File: src/rtl/adpcm_encoder.sv
// rtl/adpcm_encoder.sv - IMA ADPCM encoder, one magnitude bit per cycle
// Tracks the decoder-side predictor and step index so both stay in lockstep.
module adpcm_encoder (
   input  logic        clk,
   input  logic        rst,
   input  logic        in_valid,
   output logic        in_ready,
   input  logic [15:0] in_sample,
   output logic        out_valid,
   input  logic        out_ready,
   output logic [3:0]  out_code,
   output logic [15:0] pred_out,
   output logic [6:0]  index_out
);

   typedef enum logic [2:0] {IDLE, SUB, B2, B1, B0, UPD, OUT} state_t;

   localparam logic [15:0] STEP [0:88] = '{
      16'd7,     16'd8,     16'd9,     16'd10,    16'd11,    16'd12,    16'd13,    16'd14,
      16'd16,    16'd17,    16'd19,    16'd21,    16'd23,    16'd25,    16'd28,    16'd31,
      16'd34,    16'd37,    16'd41,    16'd45,    16'd50,    16'd55,    16'd60,    16'd66,
      16'd73,    16'd80,    16'd88,    16'd97,    16'd107,   16'd118,   16'd130,   16'd143,
      16'd157,   16'd173,   16'd190,   16'd209,   16'd230,   16'd253,   16'd279,   16'd307,
      16'd337,   16'd371,   16'd408,   16'd449,   16'd494,   16'd544,   16'd598,   16'd658,
      16'd724,   16'd796,   16'd876,   16'd963,   16'd1060,  16'd1166,  16'd1282,  16'd1411,
      16'd1552,  16'd1707,  16'd1878,  16'd2066,  16'd2272,  16'd2499,  16'd2749,  16'd3024,
      16'd3327,  16'd3660,  16'd4026,  16'd4428,  16'd4871,  16'd5358,  16'd5894,  16'd6484,
      16'd7132,  16'd7845,  16'd8630,  16'd9493,  16'd10442, 16'd11487, 16'd12635, 16'd13899,
      16'd15289, 16'd16818, 16'd18500, 16'd20350, 16'd22385, 16'd24623, 16'd27086, 16'd29794,
      16'd32767
   };

   state_t             state, state_nx;
   logic signed [15:0] sample_r;
   logic signed [15:0] predictor;
   logic [6:0]         index;
   logic [16:0]        mag;
   logic [15:0]        step_r;
   logic [15:0]        diffq;
   logic               sign;
   logic [2:0]         bits;

   logic signed [16:0] diff;
   logic [16:0]        mag_abs;
   logic [15:0]        cur_s;
   logic               ge;
   logic signed [17:0] p_sum;
   logic signed [7:0]  adj;
   logic signed [7:0]  idx_sum;
   logic [6:0]         idx_clamped;

   assign in_ready  = (state == IDLE) && !rst;
   assign pred_out  = predictor;
   assign index_out = index;

   always_comb begin
      diff    = $signed({sample_r[15], sample_r}) - $signed({predictor[15], predictor});
      mag_abs = diff[16] ? 17'(-diff) : 17'(diff);
   end

   // Trial subtrahend shrinks by one bit per quantize state.
   always_comb begin
      cur_s = step_r;
      case (state)
         B1:      cur_s = step_r >> 1;
         B0:      cur_s = step_r >> 2;
         default: cur_s = step_r;
      endcase
      ge = (mag >= {1'b0, cur_s});
   end

   always_comb begin
      if (sign)
         p_sum = $signed({{2{predictor[15]}}, predictor}) - $signed({2'b00, diffq});
      else
         p_sum = $signed({{2{predictor[15]}}, predictor}) + $signed({2'b00, diffq});
   end

   always_comb begin
      case (bits)
         3'd4:    adj = 8'sd2;
         3'd5:    adj = 8'sd4;
         3'd6:    adj = 8'sd6;
         3'd7:    adj = 8'sd8;
         default: adj = -8'sd1;
      endcase
      idx_sum = $signed({1'b0, index}) + adj;
      if (idx_sum < 0)
         idx_clamped = 7'd0;
      else if (idx_sum > 8'sd88)
         idx_clamped = 7'd88;
      else
         idx_clamped = idx_sum[6:0];
   end

   always_comb begin
      state_nx = state;
      case (state)
         IDLE:    if (in_valid && in_ready) state_nx = SUB;
         SUB:     state_nx = B2;
         B2:      state_nx = B1;
         B1:      state_nx = B0;
         B0:      state_nx = UPD;
         UPD:     state_nx = OUT;
         OUT:     if (out_ready) state_nx = IDLE;
         default: state_nx = IDLE;
      endcase
   end

   always_ff @(posedge clk) begin
      if (rst)
         state <= IDLE;
      else
         state <= state_nx;
   end

   always_ff @(posedge clk) begin
      if (rst) begin
         sample_r  <= '0;
         predictor <= '0;
         index     <= '0;
         mag       <= '0;
         step_r    <= '0;
         diffq     <= '0;
         sign      <= 1'b0;
         bits      <= '0;
         out_code  <= '0;
         out_valid <= 1'b0;
      end else begin
         case (state)
            IDLE: begin
               if (in_valid)
                  sample_r <= in_sample;
            end
            SUB: begin
               sign   <= diff[16];
               mag    <= mag_abs;
               step_r <= STEP[index];
               diffq  <= STEP[index] >> 3;
               bits   <= '0;
            end
            B2, B1, B0: begin
               if (ge) begin
                  mag   <= mag - {1'b0, cur_s};
                  diffq <= diffq + cur_s;
                  case (state)
                     B2:      bits[2] <= 1'b1;
                     B1:      bits[1] <= 1'b1;
                     default: bits[0] <= 1'b1;
                  endcase
               end
            end
            UPD: begin
               if (p_sum > 18'sd32767)
                  predictor <= 16'sh7fff;
               else if (p_sum < -18'sd32768)
                  predictor <= 16'sh8000;
               else
                  predictor <= p_sum[15:0];
               index     <= idx_clamped;
               out_code  <= {sign, bits};
               out_valid <= 1'b1;
            end
            OUT: begin
               if (out_ready)
                  out_valid <= 1'b0;
            end
            default: ;
         endcase
      end
   end

endmodule

File: config.mk
export PLATFORM = sky130hd
export DESIGN_NAME = adpcm_encoder
export DESIGN_NICKNAME = d
export VERILOG_FILES = /design/src/rtl/adpcm_encoder.sv
export SDC_FILE = /design/constraint.sdc
export NUM_CORES = 1
export LEC_CHECK = 0
export BUFFER_PORTS_ARGS = -buffer_cell sky130_fd_sc_hd__buf_4
export CORE_MARGIN = 10
export CORE_UTILIZATION = 65
export CTS_CLUSTER_DIAMETER = 100
export DETAILED_ROUTE_END_ITERATION = 6
export PLACE_DENSITY = 0.84
export SLEW_MARGIN = 30
export SYNTH_ARGS = -nofsm -noshare
export SYNTH_HDL_FRONTEND = slang
export SYNTH_SLANG_ARGS = --single-unit
File: constraint.sdc
create_clock -name clk -period 6.02 [get_ports clk]
set_input_delay 0.903 -clock clk [delete_from_list [all_inputs] [get_ports clk]]
set_output_delay 0.903 -clock clk [all_outputs]
set_load 0.05 [all_outputs]
# ---- Word-level counts from Yosys, hierarchy flattened
# Memory sizes are Yosys's and may differ from the RTL's.
# Index checks and enable logic that the tools add are counted.
dict set report word_totals {
  register_bits 100
  romBits 2048
  elab_cells 83
  memories 1
}
dict set report classes {
  n_addsub 7
  order_cmp 6
  n_eq_ne 16
  n_mux 24
  bitwise 1
  reduce_logical 15
}
# memory depth width read_ports rd_clocked_by_memory_dff wr line
set mem_list {}
lappend mem_list {{(no name shown)} 128 16 1 0 0 139} ;# diffq <= STEP[index] >> 3;
# op n
set op_table {}
lappend op_table {{2-to-1 mux 16 bit} 5}
lappend op_table {{case mux 16 bit (2 select lines)} 2}
lappend op_table {{2-to-1 mux 17 bit} 2}
lappend op_table {{case mux 17 bit (2 select lines)} 1}
lappend op_table {{case mux 8 bit (4 select lines)} 1}
lappend op_table {{== test 3 bit (second input constant)} 7}
lappend op_table {{case mux 3 bit (7 select lines)} 1}
lappend op_table {{adder 16 x 17 -> 18 bit} 1}
lappend op_table {{greater-than comparator 18 x 16 -> 1 bit (second input constant)} 1}
lappend op_table {{< comparator 18 x 16 -> 1 bit (second input constant)} 1}
lappend op_table {{2-to-1 mux 18 bit} 1}
lappend op_table {{subtractor 16 x 17 -> 18 bit} 1}
lappend op_table {{greater-or-equal comparator 17 x 16 -> 1 bit} 1}
lappend op_table {{negation 17 bit} 1}
lappend op_table {{subtractor 16 x 16 -> 17 bit} 1}
lappend op_table {{subtractor 17 x 16 -> 17 bit} 1}
lappend op_table {{adder 16 bit} 1}
lappend op_table {{2-to-1 mux 7 bit} 2}
lappend op_table {{inequality test 2 bit (second input constant)} 5}
lappend op_table {{2-to-1 mux 3 bit} 3}
lappend op_table {{AND reduction 3 bit} 3}
lappend op_table {{adder 8 bit} 1}
lappend op_table {{greater-or-equal comparator 8 bit (second input constant)} 1}
lappend op_table {{greater-than comparator 8 bit (second input constant)} 1}
lappend op_table {{15 further kinds} 24}

# ---- Longest topological paths before layout
# Gate-level depths: netlist (run 1).
dict set report depth {
  word_depth 6
  depth_mapped 21
  mapped_depth_nobuf 17
}

# ---- Worst setup path after synthesis (run 1)
# Ideal clock, no wire load.
dict set report synth_timing {
  path_type {register to register}
  from {register state[1]}
  to {register mag[16]}
  setup_ns 0.119
  arrival_time_ns 3.870
  t_required_ns 5.901
  slack_ns 2.031
  path_stages_with_launch 21
  path_buffers 4
  cell_sequence {dfxtp_1 > clkbuf_1 > or2_2 > clkbuf_1 > clkbuf_1 > o22ai_1 > nand2_1 > o21ai_0 > a21oi_1 > inv_1 > ha_1 > a21oi_1 > o21ai_0 > o31a_1 > nand3b_1 > o21bai_1 > a21oi_1 > clkbuf_1 > nor2_1 > a32oi_1 > nand2_1}
}
dict set report synth_between {
  elab_chain_len 5
}
# item line
set synth_lines {}
lappend synth_lines {{start: declaration} 33} ;# state_t state, state_nx;
lappend synth_lines {{start signal: assignment} 114} ;# state <= state_nx;
lappend synth_lines {{== test 3 bit or == test 3 x 2 -> 1 bit (tied branches)} {64, 130}}
lappend synth_lines {{case mux 16 bit (2 select lines)} 64} ;# case (state)
lappend synth_lines {{subtractor 17 x 16 -> 17 bit or greater-or-equal comparator 17 x 16 -> 1 bit (tied branches)} {144, 69}}
lappend synth_lines {{2-to-1 mux 17 bit or inequality test 2 bit (tied branches)} -}
lappend synth_lines {{case mux 17 bit (2 select lines) or AND reduction 2 bit (tied branches)} -}
lappend synth_lines {{end signal: assignment} 137} ;# mag <= mag_abs;
lappend synth_lines {{end signal: assignment} 144} ;# mag <= mag - {1'b0, cur_s};
lappend synth_lines {{end: declaration} 37} ;# logic [16:0] mag;
# Parallel ways exist; a longest one is shown, timed or not. The select of a mux whose other input is x is not followed.
# A chain may end at the register's enable or synchronous reset.

# ---- Final worst setup path (run 1)
dict set report layout_timing {
  from {register state[0]}
  to {register diffq[5]}
}
dict set report layout_between {
  elab_chain_len 5
}
# item line
set layout_lines {}
lappend layout_lines {{== test 3 bit or == test 3 x 2 -> 1 bit (tied branches)} {64, 130}}
lappend layout_lines {{case mux 16 bit (2 select lines)} 64}
lappend layout_lines {{adder 16 bit or greater-or-equal comparator 17 x 16 -> 1 bit (tied branches)} {145, 69}}
lappend layout_lines {{2-to-1 mux 16 bit or inequality test 2 bit (tied branches)} -}
lappend layout_lines {{case mux 16 bit (2 select lines) or AND reduction 2 bit (tied branches)} -}
lappend layout_lines {{end signal: assignment} 139}
lappend layout_lines {{end signal: assignment} 145} ;# diffq <= diffq + cur_s;
lappend layout_lines {{end: declaration} 39} ;# logic [15:0] diffq;
# Parallel ways exist; a longest one is shown, timed or not. The select of a mux whose other input is x is not followed.

==> results.md, run 1 <==
- Most common cell in the netlist: nand2_1
- Yosys warns: 0
- Min Hold Slack: 0.4594 ns
- Port Buf Inserts: 48
- Post-synth top area cell: dfxtp_1
- Die width: 143.7 µm
- Die Y-Extent: 143.7 µm
- Register clock-pin slew on the reported worst setup and hold paths: 0.07 ns
- Global-route wire length before repair: 46180 µm
- Status: complete, no violations
- Rows: 45
- Largest family of logic cells by synthesized area: compound AO/OA/AOI/OAI gates
- Critical path data required time: 6.25 ns
- Vias in the first global route: 9114
- Clock root buffer: clkbuf_16
- Worst hold stages: 2
- Htree depth: 3
- Longest Clk Path Bufs: 2
- Syn avg cell area: 7.089 µm²
- Overflow after GRT: 0
- Synth Area in Compound Gates: 0.3286
- Crit path kind: reg2reg
- Final Slew Violations: 0
- Worst hold path type: reg2reg
- Initial antenna violation count: 0
- GP Congestion: 1.006
- HPWL Detailed: 21190 µm
- Final min period: 4.724 ns
- R2R Setup Slk: 1.30 ns
- Simple-gate area share of the yosys netlist: 0.2053
- Top post-synthesis cells by area: dfxtp_1 (20%), ha_1 (11%), a21oi_1 (7.0%), nand2_1 (6.1%), o21ai_0 (5.6%)
- Post-CTS resize count: 0
- Postcts setup bufs: 0
- CP peak stage delay: 0.87 ns
- Drt drc: 0
- Top Ports: 49
- Final Hold Fails: 0
- Seq/Total Area, Yosys: 0.1991
- Final #Nets: 1504
- Fraction of registers with async set/reset: 0
- Pwr dens: 350.2 nW/µm²
- Mux cell area share after synthesis: 0.01119
- Max Cap Violations: 0
- Lkg Pwr: 4.391 nW
- First-pass iteration count of the detailed router: 5
- Xor and xnor fraction of the mapped netlist area: 0.07203
- CTS Sinks: 99
- Via count: 10400
- Fmax: 211.7 MHz
- Net Count, Synth: 1520
- Initial core utilization: 0.6596
- Fill cell count: 1329
- Post-synth top cells: nand2_1 (163), a21oi_1 (140), nor2_1 (132)
- Crit-path slowest cell: dfxtp_1
- RSZ-0062 raised after global routing: no
- Worst Setup SP: state[0]$_SDFFE_PP0P_
- EDFF count, synth: 0
- Multi-input logic area: 7390 µm²
- FF+latch count, synth: 99
- Worst-Margin Slew: 0.9214 ns
- Largest net degree at the start of global routing: 69
- Critical hold path startpoint: sample_r[0]$_SDFFE_PP0P_
- CP Cell Sequence: or2_2 > o22ai_1 > nand2_1 > o21ai_0 > a21oi_1 > inv_1 > ha_1 > nand4_1 > nor4_1 > a21oi_1 > a31oi_1 > a21o_1 > buf_4 > o21ai_0 > o22ai_1 > nor2_1
- Layout cells sized above 1: 0.07466
- N_diodes: 0
- Ys flop type: dfxtp_1
- Area delta synth->final: 6.788%
- Mapped Cells: 1404
- R2R Path Start: state[0]$_SDFFE_PP0P_
- CP Launch Type: flop
- Skew final: 0.009125 ns
- Final Setup Violations: 0
- Routed Antenna Nets: 0
- Per-cell routed wire length: 18.20 µm
- Hold Buf Count CTS: 0
- Crit share post-route: 0.7847
- Clock Latency Late Sink: 0.36 ns
- Top cell type's share of synthesized area: 0.1991
- CP Max Fanout: 27
- Synth Area in Adders: 0.1245
- CP Data Arrival Time: 4.95 ns
- DRT iter0 DRCs: 1109
- CORE AREA: 15090 µm²
- Reg2Reg Depth: 16
- Num CTS Buffers: 9
- Worst setup EP type: flop
- CTS tree: done
- Post-Syn Area: 9953 µm²
- Via density: 6.578
- Synth cell types: 77
- Gr usage total: 0.2739
- Die area: 20660 µm²
- Post-Route Setup TNS: 0 ns
- Worst slew margin: 0.3857
- Final wirelength: 28780 µm
- Register Area: 1986 µm²
- Worst IR drop on VDD: 243.6 µV
==> placed cells by master (no fill, tap or decap), types with 21 or more instances in the layout <==
| master | n |
|---|---|
| nand3_1 | 29 |
| a21oi_1 | 139 |
| nand2_1 | 162 |
| buf_4 | 59 |
| dfxtp_1 | 96 |
| o22ai_1 | 32 |
| xor2_1 | 32 |
| a21o_1 | 21 |
| ha_1 | 91 |
| inv_1 | 67 |
| xnor2_1 | 48 |
| nor2_1 | 131 |
| nor3_1 | 39 |
| o21ai_0 | 111 |
| a211oi_1 | 39 |
==> stage by stage <==
step                      utilization  power (mW)  std cells  worst slack (ns)  instance area [µm²]
after floorplan                     -       2.590       1404             2.031                 9953
after global placement         0.6833       2.971       1565             1.631                10310
after detailed placement       0.6833       3.012       1565             1.525                10310
after CTS                      0.7042       3.678       1581             1.480                10630
after global routing           0.7044       4.001       1581            0.8989                10630
final                          0.7044       3.722       1581             1.296                10630
==> cell type report <==
type | instances | area share
Multi-Input combinational cell | 1150 | 0.6952
Sequential cell | 99 | 0.1868
Timing Repair Buffer | 59 | 0.04167
Inverter | 69 | 0.02437
Tap cell | 188 | 0.02213
Clock buffer | 10 | 0.02154
Clock inverter | 6 | 0.008240
==> worst paths after layout <==
path	to
setup / recovery	diffq[5]$_SDFFE_PP0P_
hold / removal	sample_r[0]$_SDFFE_PP0P_
setup reg to reg	diffq[5]$_SDFFE_PP0P_
hold reg to reg	sample_r[0]$_SDFFE_PP0P_
==> power breakdown <==
part | switching (mW) | internal (mW)
combinational | 1.34 | 0.909
clock | 0.274 | 0.366
sequential | 0.105 | 0.731
==> kinds of logic (layout without fill, tap and decap cells) <==
group           Yosys count  after routing
compound gates          508            508
flops                    99             99
mux                      11             11
buf+inv                 155            144
xor+xnor                 81             81
fa+ha+maj                96             96
simple gates            454            454
==> registers in the layout, indices dropped and copies added (netlist names), 3 cells and up <==
name	cells
bits	3
diffq	16
index_out	7
mag	17
out_code	4
pred_out	16
sample_r	16
state	3
step_r	15
==> critical path, delay by kind of cell (launching register included) <==
| kind | cells | cell delay [ns] |
|---|---|---|
| and+or+nand+nor | 5 | 1.12 |
| adders and majority gates | 1 | 0.39 |
| AOI/OAI and AO/OA | 8 | 1.78 |
| DFF | 1 | 0.87 |
| buffers and inverters | 2 | 0.42 |
==> routing by layer <==
metal  up-vias  global-route usage  share of wire
met5         -                   0              0
met4         0              0.1026          0.025
met3        53             0.04752          0.080
met2       431              0.4387           0.46
met1      4836              0.3594           0.44
li1       5080                   -              -
(Power assumes the default switching activity.)
==> inputs of run 2 (changes only) <==
--- a/config.mk
+++ b/config.mk
@@ -7,10 +7,10 @@
 export LEC_CHECK = 0
 export BUFFER_PORTS_ARGS = -buffer_cell sky130_fd_sc_hd__buf_4
 export CORE_MARGIN = 10
-export CORE_UTILIZATION = 65
+export CORE_UTILIZATION = 58
 export CTS_CLUSTER_DIAMETER = 100
 export DETAILED_ROUTE_END_ITERATION = 6
-export PLACE_DENSITY = 0.84
+export PLACE_DENSITY = 0.79
 export SLEW_MARGIN = 30
 export SYNTH_ARGS = -nofsm -noshare
 export SYNTH_HDL_FRONTEND = slang
==> constraint.sdc (replaced) <==
create_clock -name clk -period 4 [get_ports clk]
set_input_delay 0.6 -clock clk [delete_from_list [all_inputs] [get_ports clk]]
set_output_delay 0.6 -clock clk [all_outputs]
set_load 0.05 [all_outputs]
==> results.md, run 2 (same netlist as run 1, synthesis figures left out) <==
- Post-Layout Cell Count: 1649 (+4.3%)
- Fmax: 265.5 MHz (+25%)
- Final #Nets: 1540 (+2.4%)
- R2R Path Start: state[1]$_SDFFE_PP0P_
- Worst setup EP type: flop
- Routed Antenna Nets: 0 (unchanged)
- Final wirelength: 30300 µm (+5.3%)
- Worst hold path type: reg2reg
- Worst-Margin Slew: 0.9614 ns (+0.04001 ns)
- Max Cap Violations: 0 (unchanged)
- Worst hold stages: 2 (unchanged)
- Die Y-Extent: 151 µm (+5.0%)
- Skew final: 0.007659 ns (-0.001466 ns)
- Htree depth: 3 (unchanged)
- CP Launch Type: flop
- Global-route wire length before repair: 48730 µm (+5.5%)
- CTS Sinks: 99 (unchanged)
- Fill cell count: 1518 (+14%)
- Crit share post-route: 0.9416 (+0.1568)
- Reg2Reg Depth: 15 (-1)
- Overflow after GRT: 0 (unchanged)
- CORE AREA: 16700 µm² (+11%)
- Crit path kind: reg2reg
- CP Cell Sequence: and2_1 > or2_2 > o21ai_0 > a21oi_1 > ha_1 > fa_1 > a21o_1 > a21oi_1 > o21ai_0 > nand2_1 > o21ai_0 > o41ai_1 > o21ai_0 > xnor2_1 > o31ai_1
- Clock root buffer: clkbuf_16
- CP Max Fanout: 14 (-48%)
- Worst slew margin: 0.3575 (-0.02823)
- Register Area: 1988 µm² (+0.13%)
- Final Slew Violations: 0 (unchanged)
- CP peak stage delay: 0.42 ns (-0.45 ns)
- Top Ports: 49 (unchanged)
- Die width: 151 µm (+5.0%)
- Via density: 6.391 (-2.8%)
- Initial core utilization: 0.5960 (-0.06365)
- Delay-heaviest family, CP: compound AO/OA/AOI/OAI gates
- Worst r2r dst: diffq[14]$_SDFFE_PP0P_
- Most common cell after layout, fill and taps aside: nand2_1
- RSZ-0062 raised after global routing: no
- Largest register FFs: 17 (unchanged)
- Commonest non-fill, non-tap cells in the layout: nand2_1 (163), a21oi_1 (138), nor2_1 (130)
- Cell mode on critical path: o21ai_0
- Reg with most FFs: mag
- PnR Total Power: 5.689 mW (+53%)
- Worst IR drop on VDD: 317.4 µV (+30%)
- Critical hold path startpoint: out_code[2]$_SDFFE_PP0P_
- Min Hold Slack: 0.4544 ns (-0.005012 ns)
- HPWL Detailed: 22760 µm (+7.4%)
- DRT iter0 DRCs: 1060 (-4.4%)
- Multi-input logic area: 7440 µm² (+0.68%)
- Layout cells sized above 1: 0.1008 (+0.02611)
- Pwr dens: 517.5 nW/µm² (+48%)
- Clock Latency Late Sink: 0.36 ns (about the same)
- Gr usage total: 0.2610 (-0.01289)
- Crit-path slowest cell: fa_1
- Port Buf Inserts: 48 (unchanged)
- Initial antenna violation count: 0 (unchanged)
- Placed Cells: 1632 (+4.3%)
- Area delta synth->final: 10.45%
- Final Hold Fails: 0 (unchanged)
- Drt drc: 0 (unchanged)
- Rows: 47 (+4.4%)
- Lkg Pwr: 4.567 nW (+4.0%)
- Crit path buffers/inverters: 0 (-2)
- CP Data Arrival Time: 4.04 ns (-0.91 ns)
- Via count: 10540 (+1.3%)
- Largest net degree at the start of global routing: 59 (-14%)
- Worst hold endpoint: out_code[2]$_SDFFE_PP0P_
- Status: complete, no violations
- Final Setup Violations: 0 (unchanged)
- Num CTS Buffers: 9 (unchanged)
- Die area: 22800 µm² (+10%)
- Vias in the first global route: 9661 (+6.0%)
- Critical path data required time: 4.27 ns (-1.98 ns)
- Register clock-pin slew on the reported worst setup and hold paths: 0.07 ns (about the same)
- Post-Route Utilization: 0.6582 (-0.04617)
- Per-cell routed wire length: 18.37 µm (+0.95%)
- GP Congestion: 0.9881 (-1.7%)
- R2R Setup Slk: 0.23 ns (-1.06 ns)
- CTS tree: done
- First-pass iteration count of the detailed router: 6 (+1)
- N_diodes: 0 (unchanged)
- Longest Clk Path Bufs: 2 (unchanged)
- Final min period: 3.766 ns (-0.9577 ns)
-- run 2: changes by cell type in the layout (fill, tap and decap cells not counted), moves of 2 or more --
cell,before,now
buf_12,0,2
buf_4,59,93
dfxtp_1,96,94
dfxtp_2,3,5
-- run 2: layout make-up --
type | instances | share of cell area
clock inverter | 5 | 0.005463
sequential | 99 | 0.1809
clock buffer | 11 | 0.02117
timing repair buffer | 95 | 0.06715
multi-input combinational | 1150 | 0.6768
tap | 220 | 0.02504
inverter | 69 | 0.02356
-- run 2: worst reg2reg max path: cells and delay by family, from the launching register on --
family | cells | cell delay, ns
flip-flops | 1 | 0.37
AND/OR/NAND/NOR | 3 | 0.66
AO/OA/AOI/OAI | 9 | 1.81
XOR/XNOR | 1 | 0.16
adder cells (fa/ha/maj) | 2 | 0.67
-- run 2: how the worst max path moves through the flow --
stage	to	slack, ns	cells past startpoint	start
floorplan	mag[16]$_SDFFE_PP0P_	0.01	20	state[1]$_SDFFE_PP0P_
global placement	pred_out[4]$_SDFFE_PP0P_	0.09	13	diffq[0]$_SDFFE_PP0P_
detailed placement	pred_out[5]$_SDFFE_PP0P_	-0.04	13	diffq[0]$_SDFFE_PP0P_
CTS	pred_out[1]$_SDFFE_PP0P_	0.04	13	diffq[0]$_SDFFE_PP0P_
global route	mag[6]$_SDFFE_PP0P_	0.02	19	state[1]$_SDFFE_PP0P_
finish	diffq[14]$_SDFFE_PP0P_	0.23	15	state[1]$_SDFFE_PP0P_
-- run 2: report_power, final --
| part | internal [mW] | leakage, nW | switching, mW |
|---|---|---|---|
| logic | 1.50 | 3.62 | 2.06 |
| clock network | 0.489 | 0.141 | 0.408 |
| registers | 1.10 | 0.808 | 0.128 |
-- run 2: metrics by stage --
stage / TNS (ns) / cell area [µm²] / setup slack (ns)
after detailed placement: -0.04480 / 10630 / -0.03553
final: 0 / 10990 / 0.2338
after global routing: 0 / 10990 / 0.01763
after CTS: 0 / 10930 / 0.03529
after floorplan: 0 / 9953 / 0.01070
after global placement: 0 / 10630 / 0.08923
-- run 2: per-layer routing --
metal	vias up	wire length [µm]	track usage
li1	5151	-	-
met1	4843	12920	0.3285
met2	461	13830	0.4291
met3	84	2311	0.03998
met4	0	1236	0.1227
met5	-	0	0
-- run 2: timing repair --
action | 4_1_cts | 5_1_grt
setup buffers | 0 | 1
gates resized for setup | 2 | 11
setup endpoints to repair | 4 | 25
hold buffers | 0 | 0
pin swaps | 0 | 1
